<file path="src/rtl/layer_sequencer.sv">
// -----------------------------------------------------------------------------
// layer_sequencer
//
// Top-level layer FSM for one inference frame. It walks the State bus through
// CONV1_1 .. AVG_POOL3, FC_STATE and JUDGE. The State bus drives both the
// conv/pool/FC clock mux and the layer engine selection.
//
// Each layer state runs three sub-phases:
//   SETTLE - State is held steady so the downstream clock switch can settle.
//   START  - layer_start is high for exactly one cycle.
//   WAIT   - wait for the done pulse of the engine selected by State.
// A per-layer watchdog aborts the frame when a done never arrives.
//
// Ports
//   clk, rst        sole clock, synchronous active-high reset
//   frame_start     level request for a frame; only sampled in IDLE
//   PS_BRAM_busy    input BRAM still being written; blocks frame acceptance
//   abort           synchronous abort back to IDLE
//   conv_done       1-cycle done from the conv engine
//   Avg_done        1-cycle done from the average-pool engine
//   fc_done         1-cycle done from the FC engine
//   judge_done      1-cycle done from the judge logic
//   judge_result    detection result, valid together with judge_done
//   State           current layer state (registered)
//   layer_start     1-cycle start pulse for the engine selected by State
//   busy            high in every state except RESET / IDLE
//   frame_done      1-cycle pulse on successful frame completion
//   human_detected  result of the last completed frame
//   err_timeout     sticky watchdog flag; cleared when a new frame is accepted
// -----------------------------------------------------------------------------
module layer_sequencer #(
  parameter int STATE_DATAWIDTH = 4,
  parameter int SETTLE_CYCLES   = 4,
  parameter int TIMEOUT_CYCLES  = 1048576,
  parameter int CNT_W           = 21
) (
  input  logic                       clk,
  input  logic                       rst,
  input  logic                       frame_start,
  input  logic                       PS_BRAM_busy,
  input  logic                       abort,
  input  logic                       conv_done,
  input  logic                       Avg_done,
  input  logic                       fc_done,
  input  logic                       judge_done,
  input  logic                       judge_result,
  output logic [STATE_DATAWIDTH-1:0] State,
  output logic                       layer_start,
  output logic                       busy,
  output logic                       frame_done,
  output logic                       human_detected,
  output logic                       err_timeout
);

  typedef enum logic [STATE_DATAWIDTH-1:0] {
    RESET     = STATE_DATAWIDTH'(0),
    IDLE      = STATE_DATAWIDTH'(1),
    CONV1_1   = STATE_DATAWIDTH'(2),
    CONV1_2   = STATE_DATAWIDTH'(3),
    AVG_POOL1 = STATE_DATAWIDTH'(4),
    CONV2_1   = STATE_DATAWIDTH'(5),
    CONV2_2   = STATE_DATAWIDTH'(6),
    AVG_POOL2 = STATE_DATAWIDTH'(7),
    CONV3_1   = STATE_DATAWIDTH'(8),
    CONV3_2   = STATE_DATAWIDTH'(9),
    AVG_POOL3 = STATE_DATAWIDTH'(10),
    FC_STATE  = STATE_DATAWIDTH'(11),
    JUDGE     = STATE_DATAWIDTH'(12)
  } state_t;

  typedef enum logic [1:0] {
    PH_SETTLE = 2'd0,
    PH_START  = 2'd1,
    PH_WAIT   = 2'd2
  } phase_t;

  localparam logic [CNT_W-1:0] SETTLE_LAST  = CNT_W'(SETTLE_CYCLES - 1);
  localparam logic [CNT_W-1:0] TIMEOUT_LAST = CNT_W'(TIMEOUT_CYCLES - 1);

  // ---------------------------------------------------------------------------
  // Registers
  // ---------------------------------------------------------------------------
  state_t           state_q, state_d;
  phase_t           phase_q, phase_d;
  logic [CNT_W-1:0] cnt_q,   cnt_d;
  logic             start_q, start_d;
  logic             busy_q,  busy_d;
  logic             fdone_q, fdone_d;
  logic             human_q, human_d;
  logic             err_q,   err_d;

  // The done that belongs to the current layer; every other done is ignored.
  logic             done_hit;

  // Layer ordering; JUDGE wraps back to IDLE.
  function automatic state_t next_layer(input state_t s);
    state_t n;
    n = IDLE;
    case (s)
      CONV1_1:   n = CONV1_2;
      CONV1_2:   n = AVG_POOL1;
      AVG_POOL1: n = CONV2_1;
      CONV2_1:   n = CONV2_2;
      CONV2_2:   n = AVG_POOL2;
      AVG_POOL2: n = CONV3_1;
      CONV3_1:   n = CONV3_2;
      CONV3_2:   n = AVG_POOL3;
      AVG_POOL3: n = FC_STATE;
      FC_STATE:  n = JUDGE;
      default:   n = IDLE;
    endcase
    return n;
  endfunction

  always_ff @(posedge clk) begin
    if (rst) begin
      state_q <= RESET;
      phase_q <= PH_SETTLE;
      cnt_q   <= '0;
      start_q <= 1'b0;
      busy_q  <= 1'b0;
      fdone_q <= 1'b0;
      human_q <= 1'b0;
      err_q   <= 1'b0;
    end else begin
      state_q <= state_d;
      phase_q <= phase_d;
      cnt_q   <= cnt_d;
      start_q <= start_d;
      busy_q  <= busy_d;
      fdone_q <= fdone_d;
      human_q <= human_d;
      err_q   <= err_d;
    end
  end

  // ---------------------------------------------------------------------------
  // Done selection
  // ---------------------------------------------------------------------------
  always_comb begin
    done_hit = 1'b0;
    case (state_q)
      CONV1_1, CONV1_2,
      CONV2_1, CONV2_2,
      CONV3_1, CONV3_2:    done_hit = conv_done;
      AVG_POOL1, AVG_POOL2,
      AVG_POOL3:           done_hit = Avg_done;
      FC_STATE:            done_hit = fc_done;
      JUDGE:               done_hit = judge_done;
      default:             done_hit = 1'b0;
    endcase
  end

  // ---------------------------------------------------------------------------
  // Next-state / output logic. Priority: abort > done > timeout (rst handled in
  // the register block).
  // ---------------------------------------------------------------------------
  always_comb begin
    state_d = state_q;
    phase_d = phase_q;
    cnt_d   = cnt_q;
    start_d = 1'b0;
    fdone_d = 1'b0;
    human_d = human_q;
    err_d   = err_q;

    if (abort) begin
      state_d = IDLE;
      phase_d = PH_SETTLE;
      cnt_d   = '0;
    end else begin
      case (state_q)
        RESET: begin
          state_d = IDLE;
        end

        IDLE: begin
          if (frame_start && !PS_BRAM_busy) begin
            state_d = CONV1_1;
            phase_d = PH_SETTLE;
            cnt_d   = '0;
            err_d   = 1'b0;
          end
        end

        default: begin
          case (phase_q)
            PH_SETTLE: begin
              // Counter reaches SETTLE_LAST after State has been stable for
              // SETTLE_CYCLES cycles; the registered pulse follows on this edge.
              if (cnt_q == SETTLE_LAST) begin
                phase_d = PH_START;
                start_d = 1'b1;
                cnt_d   = '0;
              end else begin
                cnt_d = cnt_q + CNT_W'(1);
              end
            end

            PH_START: begin
              // The start cycle already counts toward the watchdog, so the
              // timeout lands exactly TIMEOUT_CYCLES cycles after layer_start.
              phase_d = PH_WAIT;
              cnt_d   = CNT_W'(1);
            end

            PH_WAIT: begin
              if (done_hit) begin
                state_d = next_layer(state_q);
                phase_d = PH_SETTLE;
                cnt_d   = '0;
                if (state_q == JUDGE) begin
                  human_d = judge_result;
                  fdone_d = 1'b1;
                end
              end else if (cnt_q == TIMEOUT_LAST) begin
                state_d = IDLE;
                phase_d = PH_SETTLE;
                cnt_d   = '0;
                err_d   = 1'b1;
              end else begin
                cnt_d = cnt_q + CNT_W'(1);
              end
            end

            default: begin
              phase_d = PH_SETTLE;
              cnt_d   = '0;
            end
          endcase
        end
      endcase
    end

    // Registered from the next state so it always agrees with State.
    busy_d = (state_d != RESET) && (state_d != IDLE);
  end

  assign State          = state_q;
  assign layer_start    = start_q;
  assign busy           = busy_q;
  assign frame_done     = fdone_q;
  assign human_detected = human_q;
  assign err_timeout    = err_q;

endmodule

</file>
<file path="config.mk">
export PLATFORM = sky130hd
export DESIGN_NAME = layer_sequencer
export DESIGN_NICKNAME = d
export VERILOG_FILES = /design/src/rtl/layer_sequencer.sv
export SDC_FILE = /design/constraint.sdc
export NUM_CORES = 1
export LEC_CHECK = 0
export CAP_MARGIN = 0
export CORE_ASPECT_RATIO = 0.7
export CORE_MARGIN = 1
export CORE_UTILIZATION = 50
export DETAILED_ROUTE_END_ITERATION = 8
export HOLD_SLACK_MARGIN = 0.1
export PLACE_DENSITY = 0.7
export SLEW_MARGIN = 20
export SYNTH_ARGS = -nofsm -noshare
export SYNTH_HDL_FRONTEND = slang
export SYNTH_SLANG_ARGS = --single-unit
</file>
<file path="constraint.sdc">
create_clock -name clk -period 5.2 [get_ports clk]
set_input_delay 1.04 -clock clk [delete_from_list [all_inputs] [get_ports clk]]
set_output_delay 1.04 -clock clk [all_outputs]
set_load 0.03 [all_outputs]
</file>
* Word-level counts from Yosys, hierarchy flattened *
Memory sizes are Yosys's and may differ from the RTL's. A register that Yosys moved wholly into a read port is not among the register bits.
Cells that the tools add are included.

word-level totals
  memory bits (read-only) = 64
  register bits after elaboration = 32
  word-level logic and storage cells = 82
  input bits = 10
  output and inout port bits = 9
  memories = 1
  bits in writable memories = 0
  latch bits = 0

operators by class
  reduce and logical (&&, ||, !) cells = 18
  divide/modulo/power cells = 0
  add/subtract/negate cells = 1
  multipliers = 0
  muxes and demuxes = 27
  bitwise logic cells = 6
  $lt $le $gt $ge = 0
  eq/ne operators = 21
  shifts and indexed selects = 0

memory list
  memory            words  width  rd ports  clocked after memory_dff  wr ports  RTL line  RTL
  (name not given)  16     4      1         1                         0         99        case (s)

operators by type and width
  kind                                                                     number
  21-bit 2-to-1 mux                                                        4
  21-bit case mux with 3 select lines                                      1
  21-bit case mux with 2 select lines                                      1
  4-bit 2-to-1 mux                                                         6
  21-bit by 1-bit adder with 21-bit output, second input constant          1
  21-bit by 2-bit equality test with 1-bit output, second input constant   1
  21-bit by 20-bit equality test with 1-bit output, second input constant  1
  4-bit equality test, second input constant                               5
  4-bit by 3-bit equality test with 1-bit output, second input constant    4
  6-bit OR reduction                                                       2
  4-bit by 2-bit equality test with 1-bit output, second input constant    2
  2-bit 2-to-1 mux                                                         4
  4-bit case mux with 2 select lines                                       1
  1-bit 2-to-1 mux                                                         6
  1-bit NOT                                                                6
  2-bit case mux with 3 select lines                                       1
  6-bit AND reduction                                                      1
  5-bit AND reduction                                                      1
  5-bit OR reduction                                                       1
  4-bit by 1-bit equality test with 1-bit output, second input constant    1
  4-bit logical NOT                                                        1
  4-bit by 1-bit inequality test with 1-bit output, second input constant  1
  4-bit by 3-bit inequality test with 1-bit output, second input constant  1
  1-bit case mux with 4 select lines                                       1
  other kinds (16)                                                         19

* Depth between registers and ports, before layout *
Gate-level depths: netlist of run 1.

  depth in word-level cells = 9
  depth in mapped cells = 12
  depth with buffers taken out = 12

* Worst setup path before layout of run 1 *
OpenSTA, ideal clock, no wires.

  kind = input -> register
  start = in abort
  end = reg with a tool-made name
  arrival = 2.842 ns
  slack = 2.231 ns
  setup time = 0.127 ns
  stages on the path = 8
  path buffers = 3
  required time = 5.073 ns
  cell sequence = or2_2 dlygate4sd3_1 clkbuf_1 clkbuf_1 nor2_1 ha_1 nand2_1 o22ai_1

RTL lines
  element             RTL line  RTL
  start: declaration  41        input logic abort,

==> out/metrics.csv, run 1 <==
stage,metric,value,unit
floorplan,dieHeight,56.0,um
yosys,yosys-top-cells-count,"36 x dfxtp_1, 23 x nor2_1, 22 x nand2_1",
yosys,yosys.area.top_type_share,34.6,%
power,p_seq_share,53.0,%
detailed_routing,antenna_left,0,
power,p_clk_share,39.5,%
yosys,yosys_warnings,0,
cells_and_area,fin_nets,266,
global_route,grt_start_max_net_pins,33,
power,internal-power,0.401,mW
floorplan,rows,19,
clock_tree,cts_root_buffer,clkbuf_8,
detailed_routing,wl_per_cell,15.6,um
critical_path,reg2reg_from,State[0]$_SDFF_PP0_,
yosys,syn_nets,253,
critical_path,start_kind,input port,
place,place.port_buffers,18,
critical_path,arrival,3.64,ns
global_route,gr-usage-all-layers,23.3,%
yosys,syn_inst,239,
clock_tree,clock_latency,0.29,ns
critical_path,cp_slowest_cell,nor2_1,
sta,skew,0.00558,ns
detailed_routing,via_count,1860,
yosys,yosysTopAreaCell,dfxtp_1,
detailed_routing,wirelength,4770,um
clock_tree,h-tree-depth,2,
yosys,ys.flop_type,dfxtp_1,
floorplan,io_pins,19,
cells_and_area,antenna_cells,0,
critical_path,critPathKind,in2reg,
power,switching_share,24.1,%
place,dpl_cell_area,2220,um^2
clock_tree,cts.path.max_buffers,2,
clock_tree,postCtsResizedCells,0,
sta,fin_crit,3.47,ns
min_path,min-delay-start,human_detected$_SDFFE_PP0P_,
global_route,grt_overflow,0,
job,maxCapViolCount,0,
yosys,ys_types,61,
global_route,globalRouteMet2Util,31.4,%
global_route,grt_pass1_wl,7940,um
power,p_leak,0.777,nW
clock_tree,clk_pin_slew,0.07,ns
critical_path,cp-end-kind,flop,
clock_tree,cts_buffers,5,
detailed_routing,drc_errors,0,
critical_path,cpMostUsedCell,nor2_1,
sta,finalSetupViolCount,0,
detailed_routing,drt_iter0_drc,98,
floorplan,fp.dieW,79.2,um
yosys,ys_seq_elements,36,
critical_path,critPathLaunch,conv_done,
power,comb_power_share,7.5,%
place,place_congestion,0.837,
yosys,syn_area,2090,um^2
clock_tree,cts_setup_buffers,0,
critical_path,cp.required,5.37,ns
global_route,antenna_found_initial,0,
floorplan,core-area,3950,um^2
sta,rsz0062_at_grt,no,
critical_path,slowest_delay,0.52,ns
cells_and_area,stdcell_area,2310,um^2
power,switchingPower,0.127,mW
yosys,avgSynthCellArea,8.73,um^2
sta,slew_headroom,36.0,%
place,place_hpwl,3300,um
critical_path,crit_buf_inv,1,
global_route,gr-usage-met3,5.41,%
clock_tree,cts_tree,built,
yosys,yosysMostFrequentCell,dfxtp_1,
sta,fmax,0.288,GHz
power,peakVddDrop,0.144,mV
sta,final_hold_viol_count,0,
global_route,use_met1,36.2,%
status,status,completed,
sta,tightest_slew,0.957,ns
clock_tree,ctsHoldBuffers,0,
yosys,async_flop_share,0,%
global_route,grt_pass1_vias,1612,
yosys,synthTopCellsByArea,"dfxtp_1 35%, a31oi_1 4.2%, nor2_1 4.1%",
cells_and_area,areaGrowthSynthToFinish,10.6,%
critical_path,cp_cell_sequence,clkdlybuf4s50_1 > nor4bb_1 > o21ai_0 > and4_4 > nor2_1 > a21oi_1 > a2bb2oi_1 > nor2_1 > ha_1 > nand2_1 > o22ai_1,
critical_path,critical_path.top_delay_family,simple AND/OR/NAND/NOR gates,
sta,slew_violations,0,
detailed_routing,drt_pass1_iterations,4,
clock_tree,cts_sinks,36,
power,pwr_density_cell,229,nW/um^2
min_path,min_path_type,reg2reg,
cells_and_area,layout-drive-gt1-share,10.7,%
global_route,grt.busiest_layer,met1,
sta,fin_crit_sh,66.7,%
floorplan,start_util,52.9,%
floorplan,dieArea,4440,um^2
critical_path,critPathMaxFanout,6,
yosys,ys_seq_area_share,34.6,%
sta,setup_tns,0,ns
yosys,synth_edf_count,0,
detailed_routing,vias_per_cell,6.10,
worst min-delay path: stages (launching register included):
cell and delay [ns]:
dfxtp_1 0.33, mux2i_1 0.07, nor2_1 0.08
power by group through the flow:
stage          sequential (mW)  combinational, mW  clock (mW)
2_1_floorplan            0.287             0.0264           0
3_3_place_gp             0.287             0.0392           0
3_5_place_dp             0.287             0.0391           0
4_1_cts                  0.280             0.0393       0.211
5_1_grt                  0.281             0.0426       0.225
6_report                 0.280             0.0397       0.208
final timing paths:
| kind | to | slack (ns) | cells after the start |
|---|---|---|---|
| worst max-delay path | flop | 1.73 | 11 |
| worst min-delay path | human_detected$_SDFFE_PP0P_ | 0.52 | 2 |
| worst max register to register | cnt_q[7]$_SDFFE_PP0P_ | 2.35 | 7 |
| worst min register to register | human_detected$_SDFFE_PP0P_ | 0.52 | 2 |
cells by family after synthesis:
logic type | synth area share [%]
mux | 0.480
simple gates | 30.5
fa+ha+maj | 2.40
buf+inv | 6.42
flops | 34.6
xor+xnor | 1.68
compound gates | 23.9
layer usage:
metal / vias to the layer above / part of all wire [%]
met3: 4 / 6.3
met2: 58 / 40
met5: - / 0
met1: 860 / 53
li1: 938 / -
met4: 0 / 0.31
cells in the final DEF (no fill, tap or decap), types with 4 or more instances in the layout:
cell type         n
a22oi_1           4
nor2_1           23
nand4_1           4
a311oi_1          7
o21ai_0           9
or3_1             8
a21oi_1          12
nand3_1          17
nand2_1          22
nor3_1            6
clkbuf_8          6
nor4_1            6
clkdlybuf4s50_1  18
a31oi_1          14
dfxtp_1          36
ha_1              4
cell type report:
| cell class | count | area (um^2) |
|---|---|---|
| fill | 356 | 1640 |
| clock buffer | 8 | 90.1 |
| inverter | 3 | 11.3 |
| multi-input combinational | 187 | 1230 |
| timing repair buffer | 19 | 188 |
| tap | 52 | 65.1 |
| sequential | 36 | 721 |
stage by stage:
stage          total power, mW  setup slack [ns]  std cells  hold WS [ns]  util [%]
2_1_floorplan            0.313              2.23        239         0.466         -
3_3_place_gp             0.326              1.55        297         0.498      56.2
3_5_place_dp             0.326              1.46        297         0.498      56.2
4_1_cts                  0.531              1.77        305         0.520      58.4
5_1_grt                  0.548              1.59        305         0.563      58.4
6_report                 0.528              1.73        305         0.520      58.4
No activity file was read; power rests on OpenSTA's default activity.
==> inputs of run 2 (changes only) <==
==> constraint.sdc (replaced) <==
create_clock -name clk -period 3.45 [get_ports clk]
set_input_delay 0.69 -clock clk [delete_from_list [all_inputs] [get_ports clk]]
set_output_delay 0.69 -clock clk [all_outputs]
set_load 0.03 [all_outputs]
==> run 2 against run 1 <==
Net effect:
- sequential share of layout area shrank 0.43 points
- sequential power grew 50%
- clock power rose by 38%
- largest cell class unchanged
==> out/metrics.csv, run 2 (synthesis gave the netlist of run 1 again) <==
stage,metric,value,unit
clock_tree,ctsHoldBuffers,0,
floorplan,start_util,52.9,%
critical_path,critPathKind,in2reg,
critical_path,crit_path_end,cnt_q[2]$_SDFFE_PP0P_,
sta,fin_crit,2.77,ns
status,status,completed,
global_route,grt.busiest_layer,met1,
cells_and_area,layout-drive-gt1-share,12.8,%
place,place.port_buffers,18,
cells_and_area,antenna_cells,0,
sta,fmax,0.361,GHz
power,p_total,0.774,mW
sta,finalSetupViolCount,0,
sta,setup_tns,0,ns
power,switching_share,24.7,%
detailed_routing,drt_iter0_drc,106,
place,place_hpwl,3370,um
power,p_leak,0.804,nW
clock_tree,cts_tree,built,
global_route,grt_overflow,0,
critical_path,reg2regPathDepth,11,
global_route,grt_pass1_wl,7870,um
job,maxCapViolCount,0,
global_route,grt_start_max_net_pins,33,
clock_tree,clk_pin_slew,0.07,ns
floorplan,fp.dieW,79.2,um
critical_path,critPathMaxFanout,17,
sta,skew,0.00551,ns
floorplan,dieArea,4440,um^2
floorplan,io_pins,19,
critical_path,cp.required,3.66,ns
clock_tree,clock_latency,0.28,ns
cells_and_area,final_cell_mix,"36 x dfxtp_1, 23 x nor2_1, 22 x nand2_1, 18 x clkdlybuf4s50_1, 17 x nand3_1",
detailed_routing,via_count,1869,
detailed_routing,antenna_left,0,
critical_path,critPathLaunch,conv_done,
cells_and_area,fin_nets,272,
critical_path,ff2ff_setup_slack,0.77,ns
detailed_routing,drc_errors,0,
power,p_clk_share,37.0,%
floorplan,core-area,3950,um^2
clock_tree,cts.path.max_buffers,2,
sta,slew_headroom,53.1,%
min_path,min-delay-start,human_detected$_SDFFE_PP0P_,
clock_tree,cts_root_buffer,clkbuf_8,
global_route,use_met1,36.8,%
clock_tree,h-tree-depth,2,
critical_path,start_kind,input port,
critical_path,arrival,2.99,ns
sta,final_hold_viol_count,0,
power,pwr_density_cell,331,nW/um^2
power,comb_power_share,8.5,%
power,internal-power,0.583,mW
sta,slew_violations,0,
global_route,gr-usage-all-layers,22.6,%
clock_tree,cts_sinks,36,
floorplan,dieHeight,56.0,um
place,place_congestion,0.839,
global_route,antenna_found_initial,0,
detailed_routing,vias_per_cell,6.03,
global_route,gr-usage-met3,5.57,%
power,switchingPower,0.191,mW
critical_path,cp-end-kind,flop,
sta,tightest_slew,0.698,ns
clock_tree,cts_buffers,5,
sta,rsz0062_at_grt,no,
detailed_routing,drt_pass1_iterations,4,
sta,fin_crit_sh,80.4,%
detailed_routing,wirelength,4670,um
critical_path,reg2reg_from,cnt_q[0]$_SDFFE_PP0P_,
cells_and_area,fin_util,59.3,%
detailed_routing,wl_per_cell,15.0,um
floorplan,rows,19,
global_route,grt_pass1_vias,1596,
global_route,globalRouteMet2Util,29.2,%
power,peakVddDrop,0.184,mV
clock_tree,cts_setup_buffers,0,
clock_tree,postCtsResizedCells,0,
min_path,min_path_type,reg2reg,
power,p_seq_share,54.4,%
cells_and_area,areaGrowthSynthToFinish,12.1,%
cells_and_area,final_common_cell,dfxtp_1,
run 2: cell count changes in the layout (fill, tap and decap cells not counted):
cell	change
clkinv_2	+1
clkbuf_8	-1
buf_4	+6
clkbuf_1	-1
run 2: worst min path at each step:
stage                     slack [ns]                           to  cells past startpoint
final                           0.51  human_detected$_SDFFE_PP0P_                      2
after global routing            0.55        cnt_q[9]$_SDFFE_PP0P_                      1
after CTS                       0.52  human_detected$_SDFFE_PP0P_                      2
after detailed placement        0.49  human_detected$_SDFFE_PP0P_                      2
after global placement          0.49  human_detected$_SDFFE_PP0P_                      2
after floorplan                 0.47        cnt_q[9]$_SDFFE_PP0P_                      1
run 2: power by group through the flow:
stage | logic [mW] | clock network [mW] | registers, mW
finish | 0.0661 | 0.286 | 0.421
global route | 0.0706 | 0.312 | 0.421
CTS | 0.0656 | 0.287 | 0.421
detailed placement | 0.0652 | 0 | 0.431
global placement | 0.0654 | 0 | 0.431
floorplan | 0.0399 | 0 | 0.432
run 2: metrics by stage:
stage / setup slack (ns) / std cells / area (um^2) / hold slack (ns)
floorplan: 0.831 / 239 / 2090 / 0.466
global placement: 0.460 / 303 / 2260 / 0.494
detailed placement: 0.368 / 303 / 2260 / 0.494
CTS: 0.681 / 310 / 2340 / 0.516
global route: 0.540 / 310 / 2340 / 0.546
finish: 0.677 / 310 / 2340 / 0.515
run 2: layer usage:
metal	vias to the layer above	wire length [um]	part of all wire, %
li1	953	-	-
met1	847	2600	56
met2	67	1710	37
met3	2	332	7.1
met4	0	21	0.45
met5	-	0	0
run 2: layout make-up:
class	count	area (um^2)
Timing Repair Buffer	25	233
Multi-Input combinational cell	187	1230
Clock inverter	1	5.00
Inverter	3	11.3
Sequential cell	36	721
Clock buffer	6	72.6
Fill cell	375	1610
Tap cell	52	65.1
run 2: critical path, cell delays in order:
cell and delay, ns:
clkdlybuf4s50_1 0.43, and4bb_2 0.23, a31oi_1 0.14, and4_4 0.28
nand2_4 0.08, a211oi_4 0.61, buf_4 0.27, a31oi_1 0.09
a31oi_1 0.16
